--- src/rtl/mcycle_ctrl_pkg.sv ---
// Shared types, opcode/funct constants and the per-state control word for
// the multicycle controller.
package mcycle_pkg;

  typedef enum logic [3:0] {
    S_FETCH   = 4'd0,
    S_DECODE  = 4'd1,
    S_MEMADR  = 4'd2,
    S_MEMRD   = 4'd3,
    S_MEMWB   = 4'd4,
    S_MEMWR   = 4'd5,
    S_RTYPEEX = 4'd6,
    S_RTYPEWB = 4'd7,
    S_BEQEX   = 4'd8,
    S_ADDIEX  = 4'd9,
    S_ADDIWB  = 4'd10,
    S_JEX     = 4'd11
  } state_t;

  typedef enum logic [1:0] {
    ALUOP_ADD   = 2'b00,
    ALUOP_SUB   = 2'b01,
    ALUOP_FUNCT = 2'b10
  } aluop_t;

  localparam logic [5:0] OP_RTYPE = 6'b000000;
  localparam logic [5:0] OP_LW    = 6'b100011;
  localparam logic [5:0] OP_SW    = 6'b101011;
  localparam logic [5:0] OP_BEQ   = 6'b000100;
  localparam logic [5:0] OP_ADDI  = 6'b001000;
  localparam logic [5:0] OP_J     = 6'b000010;

  localparam logic [5:0] FN_ADD = 6'b100000;
  localparam logic [5:0] FN_SUB = 6'b100010;
  localparam logic [5:0] FN_AND = 6'b100100;
  localparam logic [5:0] FN_OR  = 6'b100101;
  localparam logic [5:0] FN_SLT = 6'b101010;

  localparam logic [2:0] ALU_ADD = 3'b010;
  localparam logic [2:0] ALU_SUB = 3'b110;
  localparam logic [2:0] ALU_AND = 3'b000;
  localparam logic [2:0] ALU_OR  = 3'b001;
  localparam logic [2:0] ALU_SLT = 3'b111;

  typedef struct packed {
    logic       iord;
    logic       irwrite;
    logic       memwrite;
    logic       regdst;
    logic       memtoreg;
    logic       regwrite;
    logic       alusrca;
    logic       pcwrite;
    logic       branch;
    logic [1:0] alusrcb;
    logic [1:0] pcsrc;
    aluop_t     aluop;
  } ctrl_t;

  // fetch_done qualifies the FETCH enables: true only on the last stall cycle.
  function automatic ctrl_t ctrl_of(input state_t s, input logic fetch_done);
    ctrl_t c;
    c       = '0;
    c.aluop = ALUOP_ADD;
    case (s)
      S_FETCH: begin
        c.alusrcb = 2'b01;
        c.irwrite = fetch_done;
        c.pcwrite = fetch_done;
      end
      S_DECODE:  c.alusrcb = 2'b11;
      S_MEMADR:  begin c.alusrca = 1'b1; c.alusrcb = 2'b10; end
      S_MEMRD:   c.iord = 1'b1;
      S_MEMWB:   begin c.regwrite = 1'b1; c.memtoreg = 1'b1; end
      S_MEMWR:   begin c.iord = 1'b1; c.memwrite = 1'b1; end
      S_RTYPEEX: begin c.alusrca = 1'b1; c.aluop = ALUOP_FUNCT; end
      S_RTYPEWB: begin c.regdst = 1'b1; c.regwrite = 1'b1; end
      S_BEQEX: begin
        c.alusrca = 1'b1;
        c.aluop   = ALUOP_SUB;
        c.branch  = 1'b1;
        c.pcsrc   = 2'b01;
      end
      S_ADDIEX:  begin c.alusrca = 1'b1; c.alusrcb = 2'b10; end
      S_ADDIWB:  c.regwrite = 1'b1;
      S_JEX:     begin c.pcsrc = 2'b10; c.pcwrite = 1'b1; end
      default:   c = '0;
    endcase
    return c;
  endfunction

endpackage

--- src/rtl/mcycle_ctrl_aludec.sv ---
// Combinational ALU control decode from aluop and the R-type funct field.
module aludec
  import mcycle_pkg::*;
(
  input  aluop_t     aluop,
  input  logic [5:0] funct,
  output logic [2:0] alucontrol
);

  always_comb begin
    alucontrol = ALU_ADD;
    case (aluop)
      ALUOP_ADD: alucontrol = ALU_ADD;
      ALUOP_SUB: alucontrol = ALU_SUB;
      ALUOP_FUNCT: begin
        case (funct)
          FN_ADD:  alucontrol = ALU_ADD;
          FN_SUB:  alucontrol = ALU_SUB;
          FN_AND:  alucontrol = ALU_AND;
          FN_OR:   alucontrol = ALU_OR;
          FN_SLT:  alucontrol = ALU_SLT;
          default: alucontrol = ALU_ADD;
        endcase
      end
      default: alucontrol = ALU_ADD;
    endcase
  end

endmodule

--- src/rtl/mcycle_ctrl.sv ---
// Multicycle MIPS-style control FSM with a configurable fetch stall.
// Optional addi support is compiled in with MCYCLE_CTRL_ADDI_EN.
module mcycle_ctrl
  import mcycle_pkg::*;
#(
  parameter int FETCH_WAIT = 0
) (
  input  logic       clk,
  input  logic       reset,
  input  logic [5:0] op,
  input  logic [5:0] funct,
  input  logic       zero,
  output logic       iord,
  output logic       irwrite,
  output logic       memwrite,
  output logic       regdst,
  output logic       memtoreg,
  output logic       regwrite,
  output logic       alusrca,
  output logic       pcen,
  output logic [1:0] alusrcb,
  output logic [1:0] pcsrc,
  output logic [2:0] alucontrol,
  output logic [3:0] state
);

  localparam logic [3:0] WAIT_LAST = 4'(FETCH_WAIT);

  state_t     cur, nxt;
  logic [3:0] cnt, cnt_nxt;
  ctrl_t      ctrl;

  always_comb begin
    nxt     = S_FETCH;
    cnt_nxt = 4'd0;
    case (cur)
      S_FETCH: begin
        if (cnt == WAIT_LAST) nxt = S_DECODE;
        else begin
          nxt     = S_FETCH;
          cnt_nxt = cnt + 4'd1;
        end
      end
      S_DECODE: begin
        case (op)
          OP_LW, OP_SW: nxt = S_MEMADR;
          OP_RTYPE:     nxt = S_RTYPEEX;
          OP_BEQ:       nxt = S_BEQEX;
`ifdef MCYCLE_CTRL_ADDI_EN
          OP_ADDI:      nxt = S_ADDIEX;
`endif
          OP_J:         nxt = S_JEX;
          default:      nxt = S_FETCH;
        endcase
      end
      S_MEMADR: begin
        if (op == OP_LW)      nxt = S_MEMRD;
        else if (op == OP_SW) nxt = S_MEMWR;
        else                  nxt = S_FETCH;
      end
      S_MEMRD:   nxt = S_MEMWB;
      S_RTYPEEX: nxt = S_RTYPEWB;
`ifdef MCYCLE_CTRL_ADDI_EN
      S_ADDIEX:  nxt = S_ADDIWB;
`endif
      default:   nxt = S_FETCH;
    endcase
  end

  // Control word is registered alongside the state it belongs to.
  always_ff @(posedge clk) begin
    if (reset) begin
      cur  <= S_FETCH;
      cnt  <= 4'd0;
      ctrl <= ctrl_of(S_FETCH, WAIT_LAST == 4'd0);
    end else begin
      cur  <= nxt;
      cnt  <= cnt_nxt;
      ctrl <= ctrl_of(nxt, (nxt == S_FETCH) && (cnt_nxt == WAIT_LAST));
    end
  end

  assign iord     = ctrl.iord;
  assign irwrite  = ctrl.irwrite;
  assign memwrite = ctrl.memwrite;
  assign regdst   = ctrl.regdst;
  assign memtoreg = ctrl.memtoreg;
  assign regwrite = ctrl.regwrite;
  assign alusrca  = ctrl.alusrca;
  assign alusrcb  = ctrl.alusrcb;
  assign pcsrc    = ctrl.pcsrc;
  assign pcen     = ctrl.pcwrite | (ctrl.branch & zero);
  assign state    = cur;

  aludec u_aludec (
    .aluop      (ctrl.aluop),
    .funct      (funct),
    .alucontrol (alucontrol)
  );

endmodule
--- config.mk ---
export PLATFORM = sky130hd
export DESIGN_NAME = mcycle_ctrl
export DESIGN_NICKNAME = d
export VERILOG_FILES = /design/src/rtl/mcycle_ctrl_pkg.sv /design/src/rtl/mcycle_ctrl_aludec.sv /design/src/rtl/mcycle_ctrl.sv
export SDC_FILE = /design/constraint.sdc
export NUM_CORES = 1
export LEC_CHECK = 0
export CORE_MARGIN = 2
export CORE_UTILIZATION = 37
export CTS_CLUSTER_DIAMETER = 120
export DETAILED_ROUTE_END_ITERATION = 8
export GPL_ROUTABILITY_DRIVEN = 0
export PLACE_DENSITY = 0.66
export SLEW_MARGIN = 20
export SYNTH_ARGS = -nofsm -noshare
export SYNTH_HDL_FRONTEND = slang
export SYNTH_SLANG_ARGS = --single-unit
--- constraint.sdc ---
create_clock -name clk -period 5.4 [get_ports clk]
set_input_delay 1.08 -clock clk [delete_from_list [all_inputs] [get_ports clk]]
set_output_delay 1.08 -clock clk [all_outputs]
set_load 0.05 [all_outputs]
======== After elaboration in Yosys (flattened, before gate mapping) ========
Index checks and enable logic that the tools add are counted.
W data, S select, Z words.
storage, ports and cells
  flip-flop bits (word level) ............. 23
  output and inout port bits .............. 19
operators by class
  add/sub/neg operators ................... 1
  equality and inequality tests ........... 25
  bitwise gates (word level) .............. 2
  reduce and logical (&&, ||, !) cells .... 11
  muxes and demuxes ....................... 21
operators with widths
  kind                   number
  $eq A6 B6 Y1 const B   6
  $eq A4 B3 Y1 const B   5
  $pmux W4 S5            1
  $eq A4 B2 Y1 const B   4
  $eq A4 B4 Y1 const B   4
  $logic_not A4 Y1       4
  $pmux W4 S4            1
  $pmux W3 S4            1
  $mux W1                9
  $eq A4 B1 Y1 const B   2
  $mux W4                2
  $pmux W2 S2            2
  $eq A6 B2 Y1 const B   1
  $eq A6 B3 Y1 const B   1
  $logic_not A6 Y1       1
  $mux W3                2
  $pmux W2 S3            1
  $pmux W3 S2            1
  $reduce_or A2 Y1       3
  $add A4 B1 Y4 const B  1
  $reduce_or A4 Y1       1
  $reduce_or A3 Y1       1
  $eq A2 B1 Y1 const B   1
  $eq A2 B2 Y1 const B   1
  other kinds (4)        4

======== Logic depth before layout (Yosys ltp) ========
  depth after elaboration ................. 7
  mapped depth ............................ 7
  mapped depth without buffers ............ 7

======== Cells and area by module ========
Synthesis repeated with hierarchy kept, for this count alone.
second synthesis, totals
  cell total of the unflattened synthesis .. 124
  area, all modules ....................... 1156.1 um2
modules (own cells, without submodules)
  module       instances  sequential area each (um2)  cells each  area an instance (um2)
  mcycle_ctrl  1          440.4                       109         1037.2
  aludec       1          0.0                         15          118.9

======== Worst setup path after synthesis ========
OpenSTA, ideal clock, no wires.
  kind .................................... input to output
  from .................................... input funct[0]
  to ...................................... output alucontrol[0]
  stages .................................. 3
  path slack .............................. 1987 ps
  arrival ................................. 2333 ps
  data required time ...................... 4320 ps
  cells stage by stage .................... or3b_2 -> a2bb2oi_1 -> nor2_1
on the way
  cells in the longest elaborated chain, start to end .. 3
  elaborated cells on any way between the ends .. 6
  classes of those cells .................. eq/ne: 4; mux: 2
RTL lines
  what             RTL line                  RTL
  start, declared  mcycle_ctrl.sv:11         input logic [5:0] funct,
  $eq A6 B6 Y1     mcycle_ctrl_aludec.sv:16  case (funct)
  $pmux W3 S4 *    mcycle_ctrl_aludec.sv:16
  $pmux W3 S2 *    mcycle_ctrl_aludec.sv:12  case (aluop)
  end, declared    mcycle_ctrl.sv:23         output logic [2:0] alucontrol,
Mark *: on every way between the ends. The rest lies on a longest branch, timed or not.

======== Final worst setup path ========
  from .................................... input funct[1]
  to ...................................... output alucontrol[0]
The elaborated chain is that of the path after synthesis.

==> reports/results.ini <==
[cts]
ctsResizeCount = 0
htree_levels = 1
clk_pin_slew_ps = 110
cts_root_buffer = clkbuf_4
cts_tree = done
clock_latency_ps = 300
clockBufferDepth = 2
clkSinkCount = 21
cts_hold_buf = 0
cts_setup_buffers = 0
cts_buffers = 3

[timing]
worstMarginPinSlew_ps = 505
min_period_ps = 4140
setup_viol = 0
period_share = 0.767
tns_ps = 0
final.setup_skew_ps = 1.94
hold_violations = 0
rsz0062_at_grt = no
slew_viol_final = 0
slew_headroom = 0.663
whs_ps = 559
max_freq_mhz = 242

[logic_synthesis]
ys_seq_area_frac = 0.381
synth_flop_cell = dfxtp_1
async_flop_share = 0
synth.avg_cell_area_um2 = 8.96
syn_inst = 123
synth_nets = 142
ys_warn_count = 0
synth_edf_count = 0
netlist_area_mm2 = 0.00110
synthDistinctLibCells = 49
synth-seq-cells = 21

[floorplanning]
die_h_um = 58.6
die_w_um = 58.6
start_util = 0.393
io_pins = 34
core_mm2 = 0.00281
die_area_mm2 = 0.00343
fp-row-count = 19

[setup_path]
rr_worst_depth = 7
slowest_stage = clkdlybuf4s50_1
path_cells = clkdlybuf4s50_1, or3b_2, a2bb2oi_1, nor2_1, clkdlybuf4s50_1
cp-start-kind = input port
timing.rr.start = cnt[0]
slowest_delay_ps = 800
crit_required_ps = 4320
critPathMaxFanout = 2
cpMostUsedCell = clkdlybuf4s50_1
crit_type = input port to primary output
reg2reg_to = alusrcb[1]
crit_family = buffers and inverters
rrSetupSlack_ps = 3470
crit_path_end_kind = primary output
crit_buf_inv = 2
critical_path_arrival_ps = 3060

[worst_hold_path]
hold_path_end = cnt[0]
min_path_type = register to register
hold_depth = 1
hp-start = cnt[0]

[global_routing]
grt_pass1_wl_um = 3980
use_met3 = 0.0176
grt_max_degree = 13
globalRouteOverflowTotal = 0
met1_usage = 0.174
grt_most_used_layer = met2
antenna_found_initial = 0
grt_usage = 0.150
grt_pass1_vias = 972
grtUsageMet2 = 0.273

[pwr]
powerDensity_mw_per_mm2 = 195
combPwrFrac = 0.178
p_total_mw = 0.284
switching_share = 0.265
power.switching_mw = 0.0754
intPower_mw = 0.209
ir_worst_vdd_mv = 0.0880
p_seq_frac = 0.563
clock_power_share = 0.259
p_leak_nw = 0.529

[final_layout]
finalNetCount = 174
diodes = 0
fill_cells = 281
drive_above_1_share = 0.0974
syn2layout_area_growth_pct = 32.5

[status]
outcome = finished with violations
violations = design-rule violations

[drt]
avgRoutedWirePerCell_um = 12.4
drt_iter0_markers = 20
drt-total-wl_um = 2290
via_per_inst = 5.05
remaining_drc_errors = 4
first_pass_iters = 6
vias = 934
final_antenna_net_count = 0

[run]
cap_violations = 0

[placed_design]
io_buffers = 33
hpwl_um = 1830

## worst register-to-register path, delay by kind of cell, from the launching register on
kind,cells,cell delay (ps)
xor gates and xnor gates,1,210
buffers and inverters,1,70
AOI/OAI and AO/OA,2,630
DFF,1,440
adders and majority gates,1,200
and+or+nand+nor,2,340
## kinds of logic (layout without fill, tap and decap cells)
kind of cell / Yosys count / in the layout / synth area share
and+or+nand+nor: 56 / 56 / 0.312
DFF: 21 / 21 / 0.381
AOI/OAI and AO/OA: 19 / 19 / 0.138
buffers and inverters: 17 / 48 / 0.0726
xor gates and xnor gates: 5 / 5 / 0.0397
adders and majority gates: 4 / 4 / 0.0454
muxes: 1 / 1 / 0.0102
## worst max-delay path by stage
stage               slack, ps  startpoint  depth (start not counted)       endpoint
floorplan                1990    funct[0]                          3  alucontrol[0]
global route             1160    funct[1]                          5  alucontrol[0]
detailed placement       1260    funct[1]                          5  alucontrol[0]
finish                   1260    funct[1]                          5  alucontrol[0]
global placement         1290    funct[1]                          5  alucontrol[0]
CTS                      1250    funct[1]                          5  alucontrol[0]
## layout make-up
type                    count  area [µm²]  area share
clock inverters             1        5.00     0.00343
inverters                  11        41.3      0.0283
well taps                  31        38.8      0.0266
repair buffers             33         330       0.226
multi-input cells          85         602       0.412
clock buffers               3        22.5      0.0154
flip-flops and latches     21         420       0.288
## routing by layer
metal / vias up / share of wire
li1: 483 / -
met1: 416 / 0.44
met2: 31 / 0.48
met3: 4 / 0.063
met4: 0 / 0.019
met5: - / 0
## registers in the layout (all words and copies together) (netlist names)
name,count
cnt,4
state,4
ctrl,3
alusrcb,2
alusrca,1
iord,1
irwrite,1
memtoreg,1
memwrite,1
pcsrc,1
regdst,1
regwrite,1
## cells in the mapped netlist, types with 2 or more instances
cell      instances  area (µm²)
a211o_1           2        17.5
a21oi_1           5        25.0
and3_1            2        12.5
buf_4             4        30.0
dfxtp_1          21         420
ha_1              4        50.1
inv_1             9        33.8
nand2_1           6        22.5
nand2b_1          2        12.5
nand3_1           2        10.0
nor2_1           17        63.8
nor3_1            2        10.0
nor3b_1           3        22.5
nor4b_2           2        30.0
o21ai_1           2        10.0
or2_1             2        12.5
or3_1             3        18.8
xnor2_1           3        26.3
xor2_1            2        17.5
## layout by cell type (no fill, tap or decap), types with 2 or more instances in the layout
cell type        count
a211o_1              2
a21oi_1              5
and3_1               2
clkbuf_4             3
clkdlybuf4s50_1     33
dfxtp_1             21
ha_1                 4
inv_1                9
nand2_1              6
nand2b_1             2
nand3_1              2
nor2_1              17
nor3_1               2
nor3b_1              3
nor4b_2              2
o21ai_1              2
or2_1                2
or3_1                3
xnor2_1              3
xor2_1               2
## power by group through the flow
stage / clock, mW / combinational, mW / sequential (mW)
after floorplan: 0 / 0.0243 / 0.169
after detailed placement: 0 / 0.0510 / 0.164
final: 0.0736 / 0.0507 / 0.160
after global placement: 0 / 0.0499 / 0.164
after CTS: 0.0762 / 0.0511 / 0.160
after global routing: 0.0827 / 0.0539 / 0.161
## metrics by stage
step	instance area, µm²	util	setup WS, ps	instances
floorplan	1100	-	1990	123
global placement	1430	0.511	1290	181
detailed placement	1430	0.511	1260	181
CTS	1460	0.521	1250	185
global route	1460	0.521	1160	185
finish	1460	0.521	1260	185
Power figures use the tool's default switching activity.
